File: src/rtl/mem_access_wb_pkg.sv
// mem_access_wb_pkg: shared FSM states, MEM/WB writeback bundle and bubble constant
package mem_access_wb_pkg;
  localparam int PKG_DATA_W = 32;
  localparam int PKG_RD_W   = 5;
  typedef enum logic [1:0] {IDLE, REQ, WAIT, DONE} state_t;
  typedef struct packed {
    logic                  reg_write;
    logic                  mem_to_reg;
    logic [PKG_DATA_W-1:0] read_data;
    logic [PKG_DATA_W-1:0] alu_data;
    logic [PKG_RD_W-1:0]   rd;
  } mem_wb_t;
  localparam mem_wb_t MEM_WB_BUBBLE = '0;
endpackage

File: src/rtl/mem_access_wb_mem_wb_reg.sv
// mem_wb_reg: MEM/WB pipeline register; loads i_d each edge, or a bubble when i_bubble
// Ports: clk_i/rst_i (async active-low), i_bubble, i_d (next bundle), o_q (registered bundle)
module mem_wb_reg
  import mem_access_wb_pkg::*;
(
  input  logic    clk_i,
  input  logic    rst_i,
  input  logic    i_bubble,
  input  mem_wb_t i_d,
  output mem_wb_t o_q
);
  mem_wb_t r_q;
  always_ff @(posedge clk_i or negedge rst_i)
    if (!rst_i) r_q <= MEM_WB_BUBBLE;
    else        r_q <= i_bubble ? MEM_WB_BUBBLE : i_d;
  assign o_q = r_q;
endmodule

File: src/rtl/mem_access_wb.sv
// mem_access_wb: MEM stage with req/gnt + rvalid data-memory handshake, stall, timeout and MEM/WB register
// Ports: clk_i/rst_i (async active-low); EX/MEM inputs RegWrite/MemtoReg/MemRead/MemWrite/data/Writedata/rd;
//        stall_o to upstream; dmem_* request/response channel; MEM/WB outputs; sticky dmem_err_o
module mem_access_wb
  import mem_access_wb_pkg::*;
#(
  parameter int DATA_W  = PKG_DATA_W,
  parameter int RD_W    = PKG_RD_W,
  parameter int TIMEOUT = 255
)(
  input  logic              clk_i,
  input  logic              rst_i,
  input  logic              RegWrite_i,
  input  logic              MemtoReg_i,
  input  logic              MemRead_i,
  input  logic              MemWrite_i,
  input  logic [DATA_W-1:0] data_i,
  input  logic [DATA_W-1:0] Writedata_i,
  input  logic [RD_W-1:0]   rd_i,
  output logic              stall_o,
  output logic              dmem_req_o,
  output logic              dmem_we_o,
  output logic [DATA_W-1:0] dmem_addr_o,
  output logic [DATA_W-1:0] dmem_wdata_o,
  input  logic              dmem_gnt_i,
  input  logic              dmem_rvalid_i,
  input  logic [DATA_W-1:0] dmem_rdata_i,
  output logic              RegWrite_o,
  output logic              MemtoReg_o,
  output logic [DATA_W-1:0] ReadData_o,
  output logic [DATA_W-1:0] ALUdata_o,
  output logic [RD_W-1:0]   rd_o,
  output logic              dmem_err_o
);
  localparam int CNT_W = $clog2(TIMEOUT + 1);
  state_t            r_state, w_next;
  logic [CNT_W-1:0]  r_cnt;
  logic              r_we, r_err;
  logic [DATA_W-1:0] r_addr, r_wdata, r_rdata, w_cap_data;
  logic              w_mem_op, w_timeout, w_stall, w_latch, w_cap, w_abort, w_bubble;
  mem_wb_t           w_wb, w_q;
  assign w_mem_op  = MemRead_i | MemWrite_i;
  // the current REQ/WAIT cycle is the TIMEOUT-th one spent on this access
  assign w_timeout = r_cnt == CNT_W'(TIMEOUT - 1);
  always_comb begin
    w_next     = r_state;
    w_stall    = 1'b1;
    w_latch    = 1'b0;
    w_cap      = 1'b0;
    w_cap_data = '0;
    w_abort    = 1'b0;
    w_bubble   = 1'b1;
    case (r_state)
      IDLE: begin
        w_stall  = w_mem_op;
        w_latch  = w_mem_op;
        w_bubble = w_mem_op;
        w_next   = w_mem_op ? REQ : IDLE;
      end
      REQ:
        if (dmem_gnt_i && dmem_rvalid_i) begin
          w_cap      = 1'b1;
          w_cap_data = r_we ? '0 : dmem_rdata_i;
          w_next     = DONE;
        end else if (w_timeout) begin
          w_cap   = 1'b1;
          w_abort = 1'b1;
          w_next  = DONE;
        end else if (dmem_gnt_i) w_next = WAIT;
      WAIT:
        if (dmem_rvalid_i) begin
          w_cap      = 1'b1;
          w_cap_data = r_we ? '0 : dmem_rdata_i;
          w_next     = DONE;
        end else if (w_timeout) begin
          w_cap   = 1'b1;
          w_abort = 1'b1;
          w_next  = DONE;
        end
      default: begin
        w_stall  = 1'b0;
        w_bubble = 1'b0;
        w_next   = IDLE;
      end
    endcase
    w_wb.reg_write  = RegWrite_i;
    w_wb.mem_to_reg = MemtoReg_i;
    w_wb.read_data  = (r_state == DONE) ? r_rdata : '0;
    w_wb.alu_data   = data_i;
    w_wb.rd         = rd_i;
  end
  always_ff @(posedge clk_i or negedge rst_i)
    if (!rst_i) begin
      r_state <= IDLE;
      r_cnt   <= '0;
      r_we    <= 1'b0;
      r_addr  <= '0;
      r_wdata <= '0;
      r_rdata <= '0;
      r_err   <= 1'b0;
    end else begin
      r_state <= w_next;
      r_cnt   <= ((r_state == REQ || r_state == WAIT) && w_next != DONE) ? r_cnt + CNT_W'(1) : '0;
      if (w_latch) begin
        r_addr  <= data_i;
        r_wdata <= Writedata_i;
        r_we    <= MemWrite_i;
      end
      if (w_cap) r_rdata <= w_cap_data;
      if (w_abort) r_err <= 1'b1;
    end
  mem_wb_reg u_mem_wb_reg (
    .clk_i    (clk_i),
    .rst_i    (rst_i),
    .i_bubble (w_bubble),
    .i_d      (w_wb),
    .o_q      (w_q)
  );
  // stall is combinational in IDLE, so it is gated by reset to drop immediately
  assign stall_o      = rst_i & w_stall;
  assign dmem_req_o   = r_state == REQ;
  assign dmem_we_o    = r_we;
  assign dmem_addr_o  = r_addr;
  assign dmem_wdata_o = r_wdata;
  assign dmem_err_o   = r_err;
  assign RegWrite_o   = w_q.reg_write;
  assign MemtoReg_o   = w_q.mem_to_reg;
  assign ReadData_o   = w_q.read_data;
  assign ALUdata_o    = w_q.alu_data;
  assign rd_o         = w_q.rd;
endmodule

File: config.mk
export PLATFORM = sky130hd
export DESIGN_NAME = mem_access_wb
export DESIGN_NICKNAME = d
export VERILOG_FILES = /design/src/rtl/mem_access_wb_pkg.sv /design/src/rtl/mem_access_wb_mem_wb_reg.sv /design/src/rtl/mem_access_wb.sv
export SDC_FILE = /design/constraint.sdc
export NUM_CORES = 1
export LEC_CHECK = 0
export ABC_AREA = 1
export BUFFER_PORTS_ARGS = -buffer_cell sky130_fd_sc_hd__buf_2
export CAP_MARGIN = 20
export CELL_PAD_IN_SITES_DETAIL_PLACEMENT = 1
export CELL_PAD_IN_SITES_GLOBAL_PLACEMENT = 1
export CORE_MARGIN = 10
export CORE_UTILIZATION = 39
export DETAILED_ROUTE_END_ITERATION = 6
export PLACE_DENSITY_LB_ADDON = 0.1
export SLEW_MARGIN = 20
export SYNTH_ARGS = -nofsm -noshare
export SYNTH_HDL_FRONTEND = slang
export SYNTH_HIERARCHICAL = 1
export SYNTH_SLANG_ARGS = --single-unit
File: constraint.sdc
create_clock -name clk_i -period 4.14 [get_ports clk_i]
set_input_delay 0.828 -clock clk_i [delete_from_list [all_inputs] [get_ports clk_i]]
set_output_delay 0.828 -clock clk_i [all_outputs]
set_load 0.005 [all_outputs]
==> results.txt, run 1 <==
status: complete, no violations
count of boundary I/O pins: 248
final worst path period share: 0.637
Seq/Total Area, Yosys: 0.625
total gr overflow: 0
GR met3 Demand/Resource: 0.0505
Pins Over Slew Limit: 0
Sw Ratio: 0.369
final hold vios: 0
hold crit path type: in -> async
most frequent cells in the layout: buf_2, nand2_1, dfrtp_1
sequential share of power: 0.396
final setup violation count: 0
post-CTS setup buffer count: 0
port bufs: 247
Syn Nets: 901
post-CTS resize count: 0
relative slew slack: 0.408
setup ws final: 1.50 ns
CTS Buffer Depth: 2
Vias/cell: 4.47
Starting DRT DRC Count: 237
die area: 0.0242 mm²
prevailing post-synth register cell: dfrtp_1
P_leak: 5.43 nW
DRT Pass-1 Iters: 4
largest net degree at the start of global routing: 143
synth warn: 6
vias in the first global route: 6027
dpl ws: 1.76 ns
Int Power: 4.16 mW
GP Congestion: 0.790
Achievable Freq: 0.379 GHz
Final Critical Period: 2.64 ns
kind of critical path: reg -> out
Nets: 1139
Yosys top cell by area: dfrtp_1
Inserted Clock Buffers: 17
clk_lat worst skew: 0.42 ns
H-tree Lvls: 4
Synth top area share: 0.625
Remaining DRCs: 0
Area after DPL: 0.00855 mm²
DR vias: 5644
maxcap violations: 0
Critical Path RT: 3.31 ns
gr busiest metal: met2
Peak VDD IR: 0.426 mV
worst slew pin tran: 0.886 ns
Root Buffer: clkbuf_16
CTS tree: done
CP Launch Type: flop
ANT nets after route: 0
Crit-path slowest cell: dfrtp_1
CP cell instances: inv_1, ha_1, inv_1, a21oi_4, and2_1, buf_2
worst r2r src: r_cnt[0]
Avg Cell Area, Syn: 9.14 µm²
Core Area: 0.0180 mm²
worst clock skew: 0.00859 ns
Mapped Cells: 784
met2 global-route usage: 0.288
Sink Count: 179
Die Y-Extent: 156 µm
Net Sw Power: 2.43 mW
Die Wd: 156 µm
fraction of layout cells with a size suffix above 1: 0.305
first-pass GRT wire length: 33700 µm
Crit. End Element: output port
Final Cell Area: 0.00918 mm²
Initial Utilization: 0.398
Area Growth Syn to Fin: 28.0%
RSZ-0062 raised after global routing: false
Util after Layout: 0.509
total chip power: 6.60 mW
register bit total from synthesis: 179
cell family with most CP delay: flip-flops
Max stage delay on crit path: 0.43 ns
Wirelength per Cell: 16.7 µm
critical path arrival: 1.81 ns
setup TNS: 0 ns
Clock Power Share: 0.258
Total Wirelength: 21100 µm
All-Layer GR Usage: 0.175
mapped cell area: 0.00717 mm²
Power Density: 719 mW/mm²
cts hold-fix bufs: 0
Core Rows: 49
clock transition at the registers of the reported paths: 0.07 ns
detailed placer's ending HPWL: 15200 µm
Post-synth ARST share: 1.00
Comb power frac: 0.347
Worst Setup SP: r_state[0]
Post-synth EDFFs: 0
CP most frequent cell: inv_1
most common cell after layout, fill and taps aside: buf_2
Worst Path Max Fanout: 5
GR Util met1: 0.216
Crit path buffers/inverters: 3
Synth area leaders: dfrtp_1, nand2_1, inv_1
Yosys cell types: 26
initial antenna violation count: 2
## power by group through the flow
stage          Sequential (mW)  Combinational (mW)  Clock (mW)
2_1_floorplan             2.68                1.29           0
3_3_place_gp              2.61                2.32           0
3_5_place_dp              2.63                2.37           0
4_1_cts                   2.61                2.38        1.75
5_1_grt                   2.67                2.61        1.83
6_report                  2.61                2.29        1.70
## cell families (layout without fill, tap and decap cells)
logic type / Yosys count / in the layout / share of synthesized area
adder cells (fa/ha/maj): 8 / 8 / 0.0140
AO/OA/AOI/OAI: 41 / 41 / 0.0412
XOR/XNOR: 6 / 6 / 0.00733
buffers and inverters: 183 / 433 / 0.110
other: 0 / 1 / 0
flip-flops: 179 / 179 / 0.625
AND/OR/NAND/NOR: 367 / 367 / 0.203
## synth_stat cells, types with 2 or more instances
master,instances
o21ai_2,20
nand2_1,239
nor2_1,86
clkbuf_1,10
nand2_2,2
o21ai_1,12
buf_6,11
xor2_1,5
ha_1,8
buf_2,13
a21oi_1,5
inv_1,147
nand3_1,34
o21ai_0,2
dfrtp_1,179
## state kept, by name, summed over array words and instances (netlist names)
signal / cells
dmem_wdata_o: 32
r_rdata: 32
r_cnt: 8
r_state: 2
dmem_we_o: 1
dmem_addr_o: 32
u_mem_wb_reg/o_q: 71
dmem_err_o: 1
## through the flow
stage | std cells | hold WS, ns
after CTS | 1263 | 0.315
after global routing | 1263 | 0.314
after detailed placement | 1232 | 0.451
final | 1264 | 0.311
after global placement | 1232 | 0.449
after floorplan | 784 | 0.454
## path summary, 6_finish.rpt
kind | end | slack [ns] | cells after the start
min in group clk_i | dmem_err_o | 0.47 | 2
hold / removal | u_mem_wb_reg/o_q[2] | 0.31 | 1
max in group asynchronous | u_mem_wb_reg/o_q[66] | 2.72 | 2
setup reg to reg | r_rdata[9] | 1.92 | 8
hold reg to reg | dmem_err_o | 0.47 | 2
setup / recovery | stall_o | 1.50 | 6
## per-layer routing
metal | vias to the layer above | share of wire
met1 | 2702 | 0.43
met2 | 161 | 0.49
met4 | 2 | 0.018
met3 | 24 | 0.060
li1 | 2755 | -
met5 | - | 0.00062
## layout make-up
cell class,instances,area [µm²]
fill,2183,8850
clock inverter,13,181
sequential,179,4480
tap,229,287
inverter,148,556
clock buffer,18,439
multi-input combinational,422,1930
antenna,1,2.50
timing repair buffer,254,1310
(Power assumes the default switching activity.)
==> run 2, diff against run 1 <==
Settings changed: CORE_UTILIZATION 39 to 33.
Clock period 4.14 ns to 2.3 ns, I/O delays scaled along.
==> run 2 against run 1 <==
Effect of this change: clock skew grew 0.0015 ns; cell count grew 4.1%; die area grew 16%; via count is essentially flat; total power grew 80%.
==> results.txt, run 2 (synthesized netlist as in run 1, its figures left out) <==
final setup violation count: 0 (unchanged)
Total Wirelength: 21900 µm (was 21100 µm)
Remaining DRCs: 0 (unchanged)
Critical Path RT: 1.84 ns (was 3.31 ns)
P_leak: 5.43 nW (about the same)
most common cell after layout, fill and taps aside: buf_2 (unchanged)
largest net degree at the start of global routing: 152 (was 143)
reg2reg path depth: 8 (unchanged)
Final Critical Period: 2.19 ns
Power Density: 1280 mW/mm² (was 719 mW/mm²)
cts hold-fix bufs: 0 (unchanged)
DRT Pass-1 Iters: 4 (unchanged)
Core Area: 0.0212 mm² (was 0.0180 mm²)
relative slew slack: 0.372 (was 0.408)
maxcap violations: 0 (unchanged)
Die Wd: 167 µm (was 156 µm)
DR vias: 5640 (was 5644)
CTS Buffer Depth: 2 (unchanged)
most frequent cells in the layout: buf_2, nand2_1, dfrtp_1 (unchanged)
Area after DPL: 0.00867 mm² (was 0.00855 mm²)
status: complete, no violations (unchanged)
Area Growth Syn to Fin: 29.5% (was 28.0%)
Util after Layout: 0.437 (was 0.509)
Crit. End Element: output port (unchanged)
hold crit path type: in -> async (unchanged)
final non-filler cell total: 1316 (was 1264)
RSZ-0062 raised after global routing: false (unchanged)
Initial Utilization: 0.338 (was 0.398)
total gr overflow: 0 (unchanged)
final worst path period share: 0.950
count of boundary I/O pins: 248 (unchanged)
critical path arrival: 1.73 ns (was 1.81 ns)
Nets: 1144 (was 1139)
Starting DRT DRC Count: 395 (was 237)
vias in the first global route: 5899 (was 6027)
H-tree Lvls: 4 (unchanged)
placed cells: 1280 (was 1232)
CP Launch Type: flop (unchanged)
kind of critical path: reg -> out (unchanged)
worst r2r src: r_state[0] (was r_cnt[0])
GP Congestion: 0.777 (was 0.790)
Core Rows: 53 (was 49)
All-Layer GR Usage: 0.155 (was 0.175)
CTS tree: done (unchanged)
ANT nets after route: 0 (unchanged)
die area: 0.0280 mm² (was 0.0242 mm²)
Wirelength per Cell: 16.6 µm (was 16.7 µm)
first-pass GRT wire length: 34700 µm (was 33700 µm)
WHS: 0.138 ns (was 0.311 ns)
detailed placer's ending HPWL: 15300 µm (was 15200 µm)
Pins Over Slew Limit: 0 (unchanged)
Peak VDD IR: 0.701 mV (was 0.426 mV)
worst slew pin tran: 0.943 ns (was 0.886 ns)
port bufs: 247 (unchanged)
Worst Setup SP: r_state[1] (was r_state[0])
Sink Count: 179 (unchanged)
setup TNS: 0 ns (unchanged)
clk_lat worst skew: 0.42 ns (about the same)
Final Cell Area: 0.00928 mm² (was 0.00918 mm²)
Achievable Freq: 0.458 GHz
Die Y-Extent: 167 µm (was 156 µm)
clock transition at the registers of the reported paths: 0.07 ns (about the same)
Root Buffer: clkbuf_16 (unchanged)
final hold vios: 0 (unchanged)
Worst Path Max Fanout: 5 (unchanged)
fraction of layout cells with a size suffix above 1: 0.309 (was 0.305)
Vias/cell: 4.29 (was 4.47)
max FFs per register: 71 (unchanged)
Inserted Clock Buffers: 17 (unchanged)
initial antenna violation count: 1 (was 2)
worst clock skew: 0.0101 ns (was 0.00859 ns)
[run 2: what timing repair did]
action,in CTS,in global routing
setup endpoints to repair,1,1
resized for setup,1,1
pin swaps,0,1
setup buffers,1,2
[run 2: path summary, 6_finish.rpt]
check                              endpoint  slack [ns]
setup / recovery                    stall_o        0.11
setup reg to reg                 r_rdata[7]        0.43
hold reg to reg            dmem_wdata_o[25]        0.47
hold / removal                   dmem_err_o        0.14
max in group asynchronous        r_state[1]        1.30
min in group clk_i          dmem_wdata_o[1]        0.23
[run 2: power breakdown]
part           leakage [nW]  switching (mW)  internal (mW)  total, mW
clock                 0.279            1.25           1.66       2.91
combinational          2.82            2.75           1.57       4.32
sequential             2.33           0.443           4.21       4.66
total                  5.43            4.44           7.44       11.9
[run 2: worst max-delay path, cell delays in order, from the launching register on]
cell and delay [ns]:
dfrtp_2 0.44, inv_1 0.09, ha_2 0.27, inv_1 0.16, a21oi_4 0.08, and2_1 0.14, buf_2 0.12
[run 2: cell type report]
| type | count | area (µm²) |
|---|---|---|
| fillers | 2570 | 11900 |
| flip-flops and latches | 179 | 4480 |
| multi-input cells | 422 | 1930 |
| repair buffers | 259 | 1390 |
| inverters | 148 | 556 |
| clock buffers | 20 | 457 |
| well taps | 275 | 344 |
| clock inverters | 11 | 128 |
| diodes | 2 | 5.00 |
[run 2: metal layers]
layer | global-route usage | part of all wire | up-vias
li1 | - | - | 2769
met1 | 0.205 | 0.46 | 2689
met2 | 0.243 | 0.46 | 165
met3 | 0.0435 | 0.065 | 15
met4 | 0.0420 | 0.010 | 2
met5 | 0 | 0.00055 | -
[run 2: per-stage QoR]
step | setup WS [ns] | power [mW]
2_1_floorplan | 0.429 | 7.15
3_3_place_gp | 0.437 | 9.05
3_5_place_dp | 0.346 | 9.14
4_1_cts | 0.0275 | 12.1
5_1_grt | 0.0182 | 12.8
6_report | 0.115 | 11.9
==> run 3, diff against run 2 <==
Settings changed: CAP_MARGIN 20 to 30, REMOVE_ABC_BUFFERS set to 1.
==> run 3 against run 2 <==
Effect of this change: count of clock-buffer cells in the layout is 3 lower; design area is essentially flat; setup slack improved by 0.019 ns; hold slack got worse by 0.020 ns; sequential share of layout area about the same; via count is 0.37% higher; combinational power rose by 1%; clock skew about the same; core utilization about the same; first-iteration DRC count shrank 19%; global-route usage is 0.24 points lower; total power decreased by 0.35%; critical path type unchanged; critical endpoint unchanged; largest power group unchanged.
==> results.txt, run 3 (synthesized netlist as in run 1, its figures left out) <==
status: complete, no violations (unchanged)
Initial Utilization: 0.338 (unchanged)
Nets: 1144 (unchanged)
Remaining DRCs: 0 (unchanged)
CTS Buffer Depth: 2 (unchanged)
most frequent cells in the layout: buf_2, nand2_1, dfrtp_1 (unchanged)
clk_lat worst skew: 0.43 ns (was 0.42 ns)
DRT Pass-1 Iters: 4 (unchanged)
Core Area: 0.0212 mm² (unchanged)
All-Layer GR Usage: 0.152 (was 0.155)
FF+latch area: 0.00448 mm² (about the same)
DR vias: 5661 (was 5640)
placed cells: 1280 (unchanged)
Crit. End Element: output port (unchanged)
final setup violation count: 0 (unchanged)
final non-filler cell total: 1316 (unchanged)
CP Launch Type: flop (unchanged)
total gr overflow: 0 (unchanged)
relative slew slack: 0.500 (was 0.372)
H-tree Lvls: 4 (unchanged)
Power Density: 1280 mW/mm² (about the same)
GP Congestion: 0.739 (was 0.777)
worst slew pin tran: 0.750 ns (was 0.943 ns)
Util after Layout: 0.437 (about the same)
Die Wd: 167 µm (unchanged)
ANT nets after route: 0 (unchanged)
worst clock skew: 0.00997 ns (was 0.0101 ns)
WHS: 0.118 ns (was 0.138 ns)
Core Rows: 53 (unchanged)
initial antenna violation count: 3 (was 1)
clock transition at the registers of the reported paths: 0.07 ns (about the same)
Total Wirelength: 21600 µm (was 21900 µm)
RSZ-0062 raised after global routing: false (unchanged)
port bufs: 247 (unchanged)
maxcap violations: 0 (unchanged)
Die Y-Extent: 167 µm (unchanged)
Pins Over Slew Limit: 0 (unchanged)
reg2reg path depth: 9 (was 8)
final worst path period share: 0.942 (was 0.950)
fraction of layout cells with a size suffix above 1: 0.311 (was 0.309)
Wirelength per Cell: 16.4 µm (was 16.6 µm)
Vias/cell: 4.30 (was 4.29)
P_leak: 5.42 nW (was 5.43 nW)
kind of critical path: reg -> out (unchanged)
Area Growth Syn to Fin: 29.4% (was 29.5%)
vias in the first global route: 5957 (was 5899)
most common cell after layout, fill and taps aside: buf_2 (unchanged)
area of the multi-input gates: 0.00194 mm² (was 0.00193 mm²)
first-pass GRT wire length: 34300 µm (was 34700 µm)
CTS tree: done (unchanged)
Sink Count: 179 (unchanged)
hold crit path type: in -> async (unchanged)
Reg2Reg Capture Point: r_rdata[31] (was r_rdata[7])
largest net degree at the start of global routing: 128 (was 152)
count of boundary I/O pins: 248 (unchanged)
Root Buffer: clkbuf_16 (unchanged)
worst r2r src: r_state[1] (was r_state[0])
filler instances: 2584 (was 2570)
total chip power: 11.8 mW (was 11.9 mW)
Final Critical Period: 2.17 ns (was 2.19 ns)
Critical Path RT: 1.84 ns (about the same)
Starting DRT DRC Count: 321 (was 395)
die area: 0.0280 mm² (unchanged)
detailed placer's ending HPWL: 15200 µm (was 15300 µm)
Achievable Freq: 0.462 GHz (was 0.458 GHz)
final hold vios: 0 (unchanged)
Inserted Clock Buffers: 17 (unchanged)
critical path arrival: 1.71 ns (was 1.73 ns)
Worst Setup SP: r_state[1] (unchanged)
Worst Path Max Fanout: 3 (was 5)
Worst Setup EP: stall_o (unchanged)
R2R Setup Slk: 0.47 ns (was 0.43 ns)
max FFs per register: 71 (unchanged)
Peak VDD IR: 0.698 mV (was 0.701 mV)
==> run 3: timing repair <==
action,in CTS,in global routing
gates resized for setup,0,5
hold buffers,0,0
pin swaps,1,1
endpoints found under the setup margin,1,1
buffers inserted,3,0
==> run 3: worst min-delay path by stage <==
stage                     start                   end  slack (ns)  depth (start not counted)
6_report                  rst_i  u_mem_wb_reg/o_q[18]        0.12                          2
5_1_grt         Writedata_i[25]      dmem_wdata_o[25]        0.21                          3
4_1_cts                   rst_i  u_mem_wb_reg/o_q[18]        0.19                          2
3_5_place_dp   dmem_wdata_o[31]      dmem_wdata_o[31]        0.46                          2
3_3_place_gp   dmem_wdata_o[12]      dmem_wdata_o[12]        0.46                          2
2_1_floorplan             rst_i        dmem_addr_o[0]        0.16                          0
==> run 3: final cells by class <==
class | instances | share of cell area
clock buffers | 17 | 0.0459
multi-input cells | 422 | 0.209
diodes | 3 | 0.000809
flip-flops and latches | 179 | 0.483
inverters | 148 | 0.0599
repair buffers | 259 | 0.151
clock inverters | 13 | 0.0138
well taps | 275 | 0.0371
==> run 3: per-stage QoR <==
stage	setup slack, ns	setup TNS [ns]	area (µm²)
after floorplan	-3.71	-385.51	6940
after global placement	0.393	0	8680
after detailed placement	0.343	0	8680
after CTS	0.0501	0	9260
after global routing	0.0388	0	9270
final	0.133	0	9280
==> run 3: layer usage <==
| metal | global-route usage | wire length, µm | up-vias |
|---|---|---|---|
| met5 | 0 | 0 | - |
| met4 | 0.0466 | 233 | 0 |
| met3 | 0.0447 | 1430 | 15 |
| met2 | 0.239 | 10000 | 158 |
| met1 | 0.199 | 9920 | 2719 |
| li1 | - | - | 2769 |
==> run 3: power breakdown <==
group          leakage, nW  switching [mW]  internal (mW)
logic                 2.83            2.78           1.59
clock network        0.257            1.32           1.50
registers             2.33           0.441           4.21
==> run 3: critical path, stage by stage, from the launching register on <==
cell     delay, ns
dfrtp_1       0.35
inv_1         0.09
ha_4          0.28
inv_2         0.06
a21oi_4       0.21
and2_4        0.17
buf_2         0.12
